## config.mk

```make
export PLATFORM = sky130hd
export DESIGN_NAME = alu_md_pipe
export DESIGN_NICKNAME = d
export VERILOG_FILES = /design/src/rtl/alu_md_pipe_pkg.sv /design/src/rtl/alu_md_pipe_muldiv_seq.sv /design/src/rtl/alu_md_pipe.sv
export SDC_FILE = /design/constraint.sdc
export NUM_CORES = 1
export LEC_CHECK = 0
export CELL_PAD_IN_SITES_DETAIL_PLACEMENT = 1
export CELL_PAD_IN_SITES_GLOBAL_PLACEMENT = 2
export CORE_MARGIN = 5
export CORE_UTILIZATION = 36
export CTS_CLUSTER_SIZE = 30
export DETAILED_ROUTE_END_ITERATION = 12
export PLACE_DENSITY_LB_ADDON = 0.1
export RECOVER_POWER = 100
export SLEW_MARGIN = 30
export SYNTH_ARGS = -nofsm -noshare
export SYNTH_HDL_FRONTEND = slang
export SYNTH_SLANG_ARGS = --single-unit
export TNS_END_PERCENT = 10
```

## constraint.sdc

```tcl
create_clock -name clk -period 5.3 [get_ports clk]
set_input_delay 1.59 -clock clk [delete_from_list [all_inputs] [get_ports clk]]
set_output_delay 1.59 -clock clk [all_outputs]
set_load 0.05 [all_outputs]
```

## src/rtl/alu_md_pipe_pkg.sv

```systemverilog
// alu_md_pipe_pkg: opcodes and FSM states shared by the EX-stage ALU and its mul/div unit
package alu_md_pipe_pkg;
  localparam logic [4:0] OP_ADD   = 5'h01;
  localparam logic [4:0] OP_SUB   = 5'h02;
  localparam logic [4:0] OP_AND   = 5'h03;
  localparam logic [4:0] OP_OR    = 5'h04;
  localparam logic [4:0] OP_XOR   = 5'h05;
  localparam logic [4:0] OP_NOR   = 5'h06;
  localparam logic [4:0] OP_SLT   = 5'h07;
  localparam logic [4:0] OP_SLL   = 5'h08;
  localparam logic [4:0] OP_SRL   = 5'h09;
  localparam logic [4:0] OP_SRA   = 5'h0A;
  localparam logic [4:0] OP_SLTU  = 5'h0B;
  localparam logic [4:0] OP_MULT  = 5'h10;
  localparam logic [4:0] OP_MULTU = 5'h11;
  localparam logic [4:0] OP_DIV   = 5'h12;
  localparam logic [4:0] OP_DIVU  = 5'h13;
  localparam logic [4:0] OP_MFHI  = 5'h14;
  localparam logic [4:0] OP_MFLO  = 5'h15;
  localparam logic [4:0] OP_MTHI  = 5'h16;
  localparam logic [4:0] OP_MTLO  = 5'h17;
  typedef enum logic [1:0] {S_IDLE, S_CALC, S_FIX} state_t;
endpackage

```

## src/rtl/alu_md_pipe_muldiv_seq.sv

```systemverilog
// muldiv_seq: iterative shift-add multiplier / restoring divider on magnitudes, one bit per cycle.
// done marks the sign-fix cycle; hi_res/lo_res are valid from the following cycle.
module muldiv_seq #(
  parameter int WIDTH = 32
) (
  input  logic             clk,
  input  logic             rst_n,
  input  logic             start,
  input  logic             is_div,
  input  logic             is_signed,
  input  logic [WIDTH-1:0] a,
  input  logic [WIDTH-1:0] b,
  input  logic             flush,
  output logic             done,
  output logic [WIDTH-1:0] hi_res,
  output logic [WIDTH-1:0] lo_res
);
  localparam int CW = $clog2(WIDTH) + 1;
  logic act, div_q, neg_q, neg_r, dz, sa, sb, ge;
  logic [CW-1:0] cnt;
  logic [WIDTH-1:0] m, acc, q, ma, mb, d;
  logic [WIDTH:0] sum, t;
  logic [2*WIDTH-1:0] pc;
  assign sa   = is_signed & a[WIDTH-1];
  assign sb   = is_signed & b[WIDTH-1];
  assign ma   = sa ? -a : a;
  assign mb   = sb ? -b : b;
  assign sum  = {1'b0, acc} + {1'b0, q[0] ? m : '0};
  assign t    = {acc, q[WIDTH-1]};
  assign ge   = t >= {1'b0, m};
  assign d    = t[WIDTH-1:0] - m;
  assign pc   = neg_q ? -{acc, q} : {acc, q};
  assign done = act && cnt == CW'(WIDTH);
  // acc/q double as product {hi,lo} for multiply and remainder/quotient for divide
  always_ff @(posedge clk or negedge rst_n) begin
    if (!rst_n) begin
      {act, div_q, neg_q, neg_r, dz} <= '0;
      cnt    <= '0;
      m      <= '0;
      acc    <= '0;
      q      <= '0;
      hi_res <= '0;
      lo_res <= '0;
    end else if (flush) begin
      act <= 1'b0;
    end else if (start) begin
      act   <= 1'b1;
      cnt   <= '0;
      acc   <= '0;
      m     <= is_div ? mb : ma;
      q     <= is_div ? ma : mb;
      div_q <= is_div;
      neg_q <= sa ^ sb;
      neg_r <= sa;
      dz    <= b == '0;
    end else if (done) begin
      act    <= 1'b0;
      hi_res <= div_q ? (neg_r ? -acc : acc) : pc[2*WIDTH-1:WIDTH];
      lo_res <= div_q ? (dz ? '1 : (neg_q ? -q : q)) : pc[WIDTH-1:0];
    end else if (act) begin
      cnt <= cnt + 1'b1;
      acc <= div_q ? (ge ? d : t[WIDTH-1:0]) : sum[WIDTH:1];
      q   <= div_q ? {q[WIDTH-2:0], ge} : {sum[0], q[WIDTH-1:1]};
    end
  end
endmodule

```

## src/rtl/alu_md_pipe.sv

```systemverilog
// alu_md_pipe: registered EX-stage ALU with valid/ready handshake, iterative mul/div and HI/LO.
module alu_md_pipe import alu_md_pipe_pkg::*; #(
  parameter int WIDTH   = 32,
  parameter int SHAMT_W = $clog2(WIDTH)
) (
  input  logic               clk,
  input  logic               rst_n,
  input  logic               in_valid,
  output logic               in_ready,
  input  logic [4:0]         op,
  input  logic [WIDTH-1:0]   rs,
  input  logic [WIDTH-1:0]   rt,
  input  logic [WIDTH-1:0]   imm,
  input  logic [SHAMT_W-1:0] shamt,
  input  logic               alu_source,
  input  logic               alu_source_shift,
  input  logic               flush,
  output logic               out_valid,
  input  logic               out_ready,
  output logic [WIDTH-1:0]   alu_out,
  output logic               zero,
  output logic               busy,
  output logic [WIDTH-1:0]   hi,
  output logic [WIDTH-1:0]   lo
);
  state_t state, state_n;
  logic [WIDTH-1:0] opr_a, opr_b, res, hi_res, lo_res;
  logic [SHAMT_W-1:0] sh;
  logic accept, is_md, md_done, fix_commit;
  assign in_ready   = state == S_IDLE && (!out_valid || out_ready);
  assign accept     = in_valid && in_ready && !flush;
  assign is_md      = op inside {OP_MULT, OP_MULTU, OP_DIV, OP_DIVU};
  assign busy       = state != S_IDLE;
  assign fix_commit = state == S_FIX && !flush;
  assign opr_a      = alu_source_shift ? {{(WIDTH-SHAMT_W){1'b0}}, shamt} : rs;
  assign opr_b      = alu_source ? imm : rt;
  assign sh         = opr_a[SHAMT_W-1:0];
  // MT*, mul/div and undefined opcodes all fall to a zero result
  always_comb begin
    res = '0;
    case (op)
      OP_ADD:  res = opr_a + opr_b;
      OP_SUB:  res = opr_a - opr_b;
      OP_AND:  res = opr_a & opr_b;
      OP_OR:   res = opr_a | opr_b;
      OP_XOR:  res = opr_a ^ opr_b;
      OP_NOR:  res = ~(opr_a | opr_b);
      OP_SLT:  res = WIDTH'($signed(opr_a) < $signed(opr_b));
      OP_SLTU: res = WIDTH'(opr_a < opr_b);
      OP_SLL:  res = opr_b << sh;
      OP_SRL:  res = opr_b >> sh;
      OP_SRA:  res = $signed(opr_b) >>> sh;
      OP_MFHI: res = hi;
      OP_MFLO: res = lo;
      default: res = '0;
    endcase
  end
  always_comb begin
    state_n = state;
    case (state)
      S_IDLE:  state_n = accept && is_md ? S_CALC : S_IDLE;
      S_CALC:  state_n = flush ? S_IDLE : md_done ? S_FIX : S_CALC;
      default: state_n = S_IDLE;
    endcase
  end
  always_ff @(posedge clk or negedge rst_n) begin
    if (!rst_n) state <= S_IDLE;
    else        state <= state_n;
  end
  always_ff @(posedge clk or negedge rst_n) begin
    if (!rst_n) begin
      out_valid <= 1'b0;
      alu_out   <= '0;
      zero      <= 1'b1;
      hi        <= '0;
      lo        <= '0;
    end else begin
      out_valid <= flush ? 1'b0 : (accept && !is_md) ? 1'b1 : out_ready ? 1'b0 : out_valid;
      alu_out   <= (accept && !is_md) ? res : alu_out;
      zero      <= (accept && !is_md) ? res == '0 : zero;
      hi        <= fix_commit ? hi_res : (accept && op == OP_MTHI) ? rs : hi;
      lo        <= fix_commit ? lo_res : (accept && op == OP_MTLO) ? rs : lo;
    end
  end
  muldiv_seq #(.WIDTH(WIDTH)) u_muldiv (
    .clk      (clk),
    .rst_n    (rst_n),
    .start    (accept && is_md),
    .is_div   (op == OP_DIV || op == OP_DIVU),
    .is_signed(op == OP_MULT || op == OP_DIV),
    .a        (opr_a),
    .b        (opr_b),
    .flush    (flush),
    .done     (md_done),
    .hi_res   (hi_res),
    .lo_res   (lo_res)
  );
endmodule
```

==> metrics.md <==
| Metric | Value |
|---|---|
| CP max FO | `6` |
| Crit path from | `alu_source_shift` |
| Ratio of cells with drive above 1 in the final layout | `24.5%` |
| # clock sinks | `271` |
| Fmax | `188 MHz` |
| # setup viols final | `1` |
| Worst Setup EP | `zero$_DFFE_PN1P_` |
| Number of synthesized flops with an enable pin | `0` |
| Pre-antenna DRT Iters | `6` |
| CP Cell Sequence | `buf_6, buf_6, mux2i_4, buf_12, buf_6, fa_2, buf_4, buf_4, buf_4, a211oi_2, a21oi_2, a211o_1, a311o_1, or3_4, nor4_4, buf_4, nand4_1, nor4b_2, buf_4, nand4_1, o21ai_1` |
| Commonest cells after routing, fill and taps aside | `819 x buf_4, 405 x nand2_1, 362 x nor2_1` |
| Nets | `4911` |
| Non-filler cells, final | `5700` |
| Vias in the first global route | `36900` |
| Crit-path max cell delay | `0.42 ns` |
| Vias per cell | `6.28` |
| Number of distinct library cells after synthesis | `98` |
| Sequential area share after synthesis | `23.5%` |
| Die Area | `85900 sq um` |
| Clk Latency, worst-skew pair | `0.57 ns` |
| CP max stage cell | `fa_2` |
| Req. time, crit path | `5.80 ns` |
| CTS tree | `done` |
| Critical path class | `input port to flop` |
| WL/cell | `31.6 um` |
| Failing checks | `capacitance limit, slew limit, setup timing` |
| Syn_area_per_cell | `7.74 sq um` |
| Least-Margin Pin Slew | `2.41 ns` |
| Final Cell Area | `40100 sq um` |
| GP Congestion | `1.06` |
| Initial antenna violation count | `6` |
| Worst relative slew slack | `-60.5%` |
| Skew final | `0.0190 ns` |
| CTS Root Cell | `clkbuf_16` |
| Syn-to-layout area delta | `38.8%` |
| Total GRT Usage | `40.1%` |
| Synth Register Bits | `271` |
| Peak VDD IR | `0.384 mV` |
| Reg2Reg Capture Point | `u_muldiv.q[0]$_DFFE_PN0P_` |
| Main synth FF type | `dfrtp_1` |
| Final worst-path cycle share | `100%` |
| CTS max path bufs | `3` |
| R2R depth | `13` |
| Crit path launch type | `input port` |
| Post-cts hold buffer count | `0` |
| Routed via count | `35800` |
| Crit path time final | `5.32 ns` |
| Outcome | `finished, violations left` |
| Final HPWL DP | `148000 um` |
| Antenna-violating nets left | `0` |
| Cell count after placement | `5607` |
| Largest net degree at the start of global routing | `129` |
| Max_cap viols | `4` |
| I/O pin cnt | `213` |
| Initial core utilization | `36.4%` |
| Commonest non-fill, non-tap cell in the layout | `buf_4` |
| Synth Instances | `3729` |
| CP endpoint kind | `flop` |
| Worst hold slack | `0.472 ns` |
| Core box area | `79300 sq um` |
| Critical Path AT | `5.82 ns` |
| Min-Delay Path Class | `flop to flop` |
| Leakage power | `18.0 nW` |
| Post-synth ARST share | `100%` |
| Port bufs | `212` |
| CTS H-Tree Depth | `2` |
| Power per cell area | `357 nW/um^2` |
| Post-place setup slack | `-1.15 ns` |
| RSZ-0062 raised after global routing | `yes` |
| Num CTS Buffers | `35` |
| Total Power | `14.3 mW` |
| Synthesis Warnings | `0` |
| DRC | `0` |
| Routed WL | `180000 um` |
| First-pass GRT wire length | `258000 um` |
| Post-DP Area | `38300 sq um` |
| Final hold violations | `0` |
| Grt ovf | `0` |
| Initial DRC count | `3586` |
| Synth Net Count | `4016` |
| Count of pins over their slew limit | `167` |
| Reg clk slew, reported paths | `0.05 ns` |
| Reg2Reg Setup Slack | `0.39 ns` |
| Post-synthesis cell area | `28900 sq um` |
| Die Y | `293 um` |
| Reg2reg start | `u_muldiv.acc[1]$_DFFE_PN0P_` |
| Top cell by count, worst path | `buf_4` |
| Setup WS post-layout | `-0.0170 ns` |
| Row count | `103` |
| Die width | `293 um` |
==> flip-flops by register name, summed over array words and instances, names as in the netlist, 2 cells and up <==
| register | cells |
|---|---|
| hi | 32 |
| u_muldiv.lo_res | 32 |
| lo | 32 |
| u_muldiv.acc | 32 |
| state | 2 |
| u_muldiv.hi_res | 32 |
| u_muldiv.cnt | 6 |
| alu_out | 32 |
| u_muldiv.q | 32 |
| u_muldiv.m | 32 |
==> final cells by class <==
type / instances / area [sq um]
repair buffers: 1108 / 9140
clock inverters: 18 / 248
flip-flops and latches: 271 / 6790
diodes: 1 / 2.50
well taps: 1050 / 1310
multi-input cells: 3045 / 21000
fillers: 9631 / 39200
inverters: 163 / 617
clock buffers: 44 / 960
==> logic make-up (layout without fill, tap and decap cells) <==
group	Yosys count	count (layout)	synth area share, %
XOR/XNOR	191	191	5.80
flip-flops	271	271	23.5
AND/OR/NAND/NOR	1171	1171	18.4
AO/OA/AOI/OAI	1238	1238	27.9
multiplexers	271	271	11.0
other	0	1	0
adder cells (fa/ha/maj)	174	174	7.65
buffers and inverters	413	1333	5.82
==> worst min-delay path by stage <==
stage                     cells past startpoint                            start                         endpoint  slack [ns]
after floorplan                               2  u_muldiv.hi_res[11]$_DFFE_PN0P_  u_muldiv.hi_res[11]$_DFFE_PN0P_        0.45
after global placement                        2           alu_out[9]$_DFFE_PN0P_           alu_out[9]$_DFFE_PN0P_        0.46
after detailed placement                      2          alu_out[27]$_DFFE_PN0P_          alu_out[27]$_DFFE_PN0P_        0.47
after CTS                                     2          alu_out[27]$_DFFE_PN0P_          alu_out[27]$_DFFE_PN0P_        0.48
after global routing                          2          alu_out[27]$_DFFE_PN0P_          alu_out[27]$_DFFE_PN0P_        0.49
final                                         2           alu_out[9]$_DFFE_PN0P_           alu_out[9]$_DFFE_PN0P_        0.47
==> synth_stat cells, types with 23 or more instances <==
cell,count,area share [%]
nand2_1,406,5.3
nor2_1,370,4.8
a21oi_1,307,5.3
o21ai_0,306,5.3
dfrtp_1,270,23
mux2i_1,203,7.0
clkbuf_1,197,2.6
ha_1,170,7.4
inv_1,137,1.8
xnor2_1,127,3.9
nor3_1,75,1.3
o211ai_1,69,1.8
xor2_1,64,1.9
a21o_1,62,1.6
nand3_1,60,1.0
a211oi_1,49,1.3
a22oi_1,45,1.2
nand2b_1,45,0.98
o22ai_1,45,0.98
a31oi_1,41,0.89
nand4_1,40,0.87
o221ai_1,35,1.1
nor4_1,28,0.61
nor2b_1,26,0.56
or3_1,26,0.56
and3_1,25,0.54
buf_1,24,0.31
inv_2,24,0.31
o21bai_1,24,0.62
mux2i_4,23,1.8
==> stage by stage <==
stage               setup TNS, ns  util, %
finish                    -0.0170     50.6
CTS                             0     50.2
global placement           -10.80     48.3
global route               -0.172     50.6
detailed placement         -10.53     48.3
floorplan                  -0.670        -
==> repair_timing <==
| item | in CTS | in global routing |
|---|---|---|
| setup endpoints to repair | 7 | 7 |
| resized for setup | 58 | 85 |
| setup buffers | 16 | 15 |
| pin swaps | 19 | 24 |
==> critical path: cells and delay by family <==
kind	cells	cell delay, ns
compound gates	5	1.06
fa+ha+maj	1	0.42
buf+inv	9	1.30
mux	1	0.19
simple gates	5	1.25
==> where the power goes <==
group | switching (mW) | internal, mW | total, mW
sequential | 0.756 | 2.47 | 3.23
clock | 1.05 | 1.54 | 2.59
combinational | 5.18 | 3.32 | 8.50
total | 6.99 | 7.33 | 14.3
==> routing by layer <==
metal  vias up  wire length [um]  track usage, %
met5         -                45               0
met4         6             17200            29.4
met3       568             12800            6.02
met2      1831             78900            63.1
met1     17900             71300            50.2
li1      15500                 -               -
(Power assumes the default switching activity.)
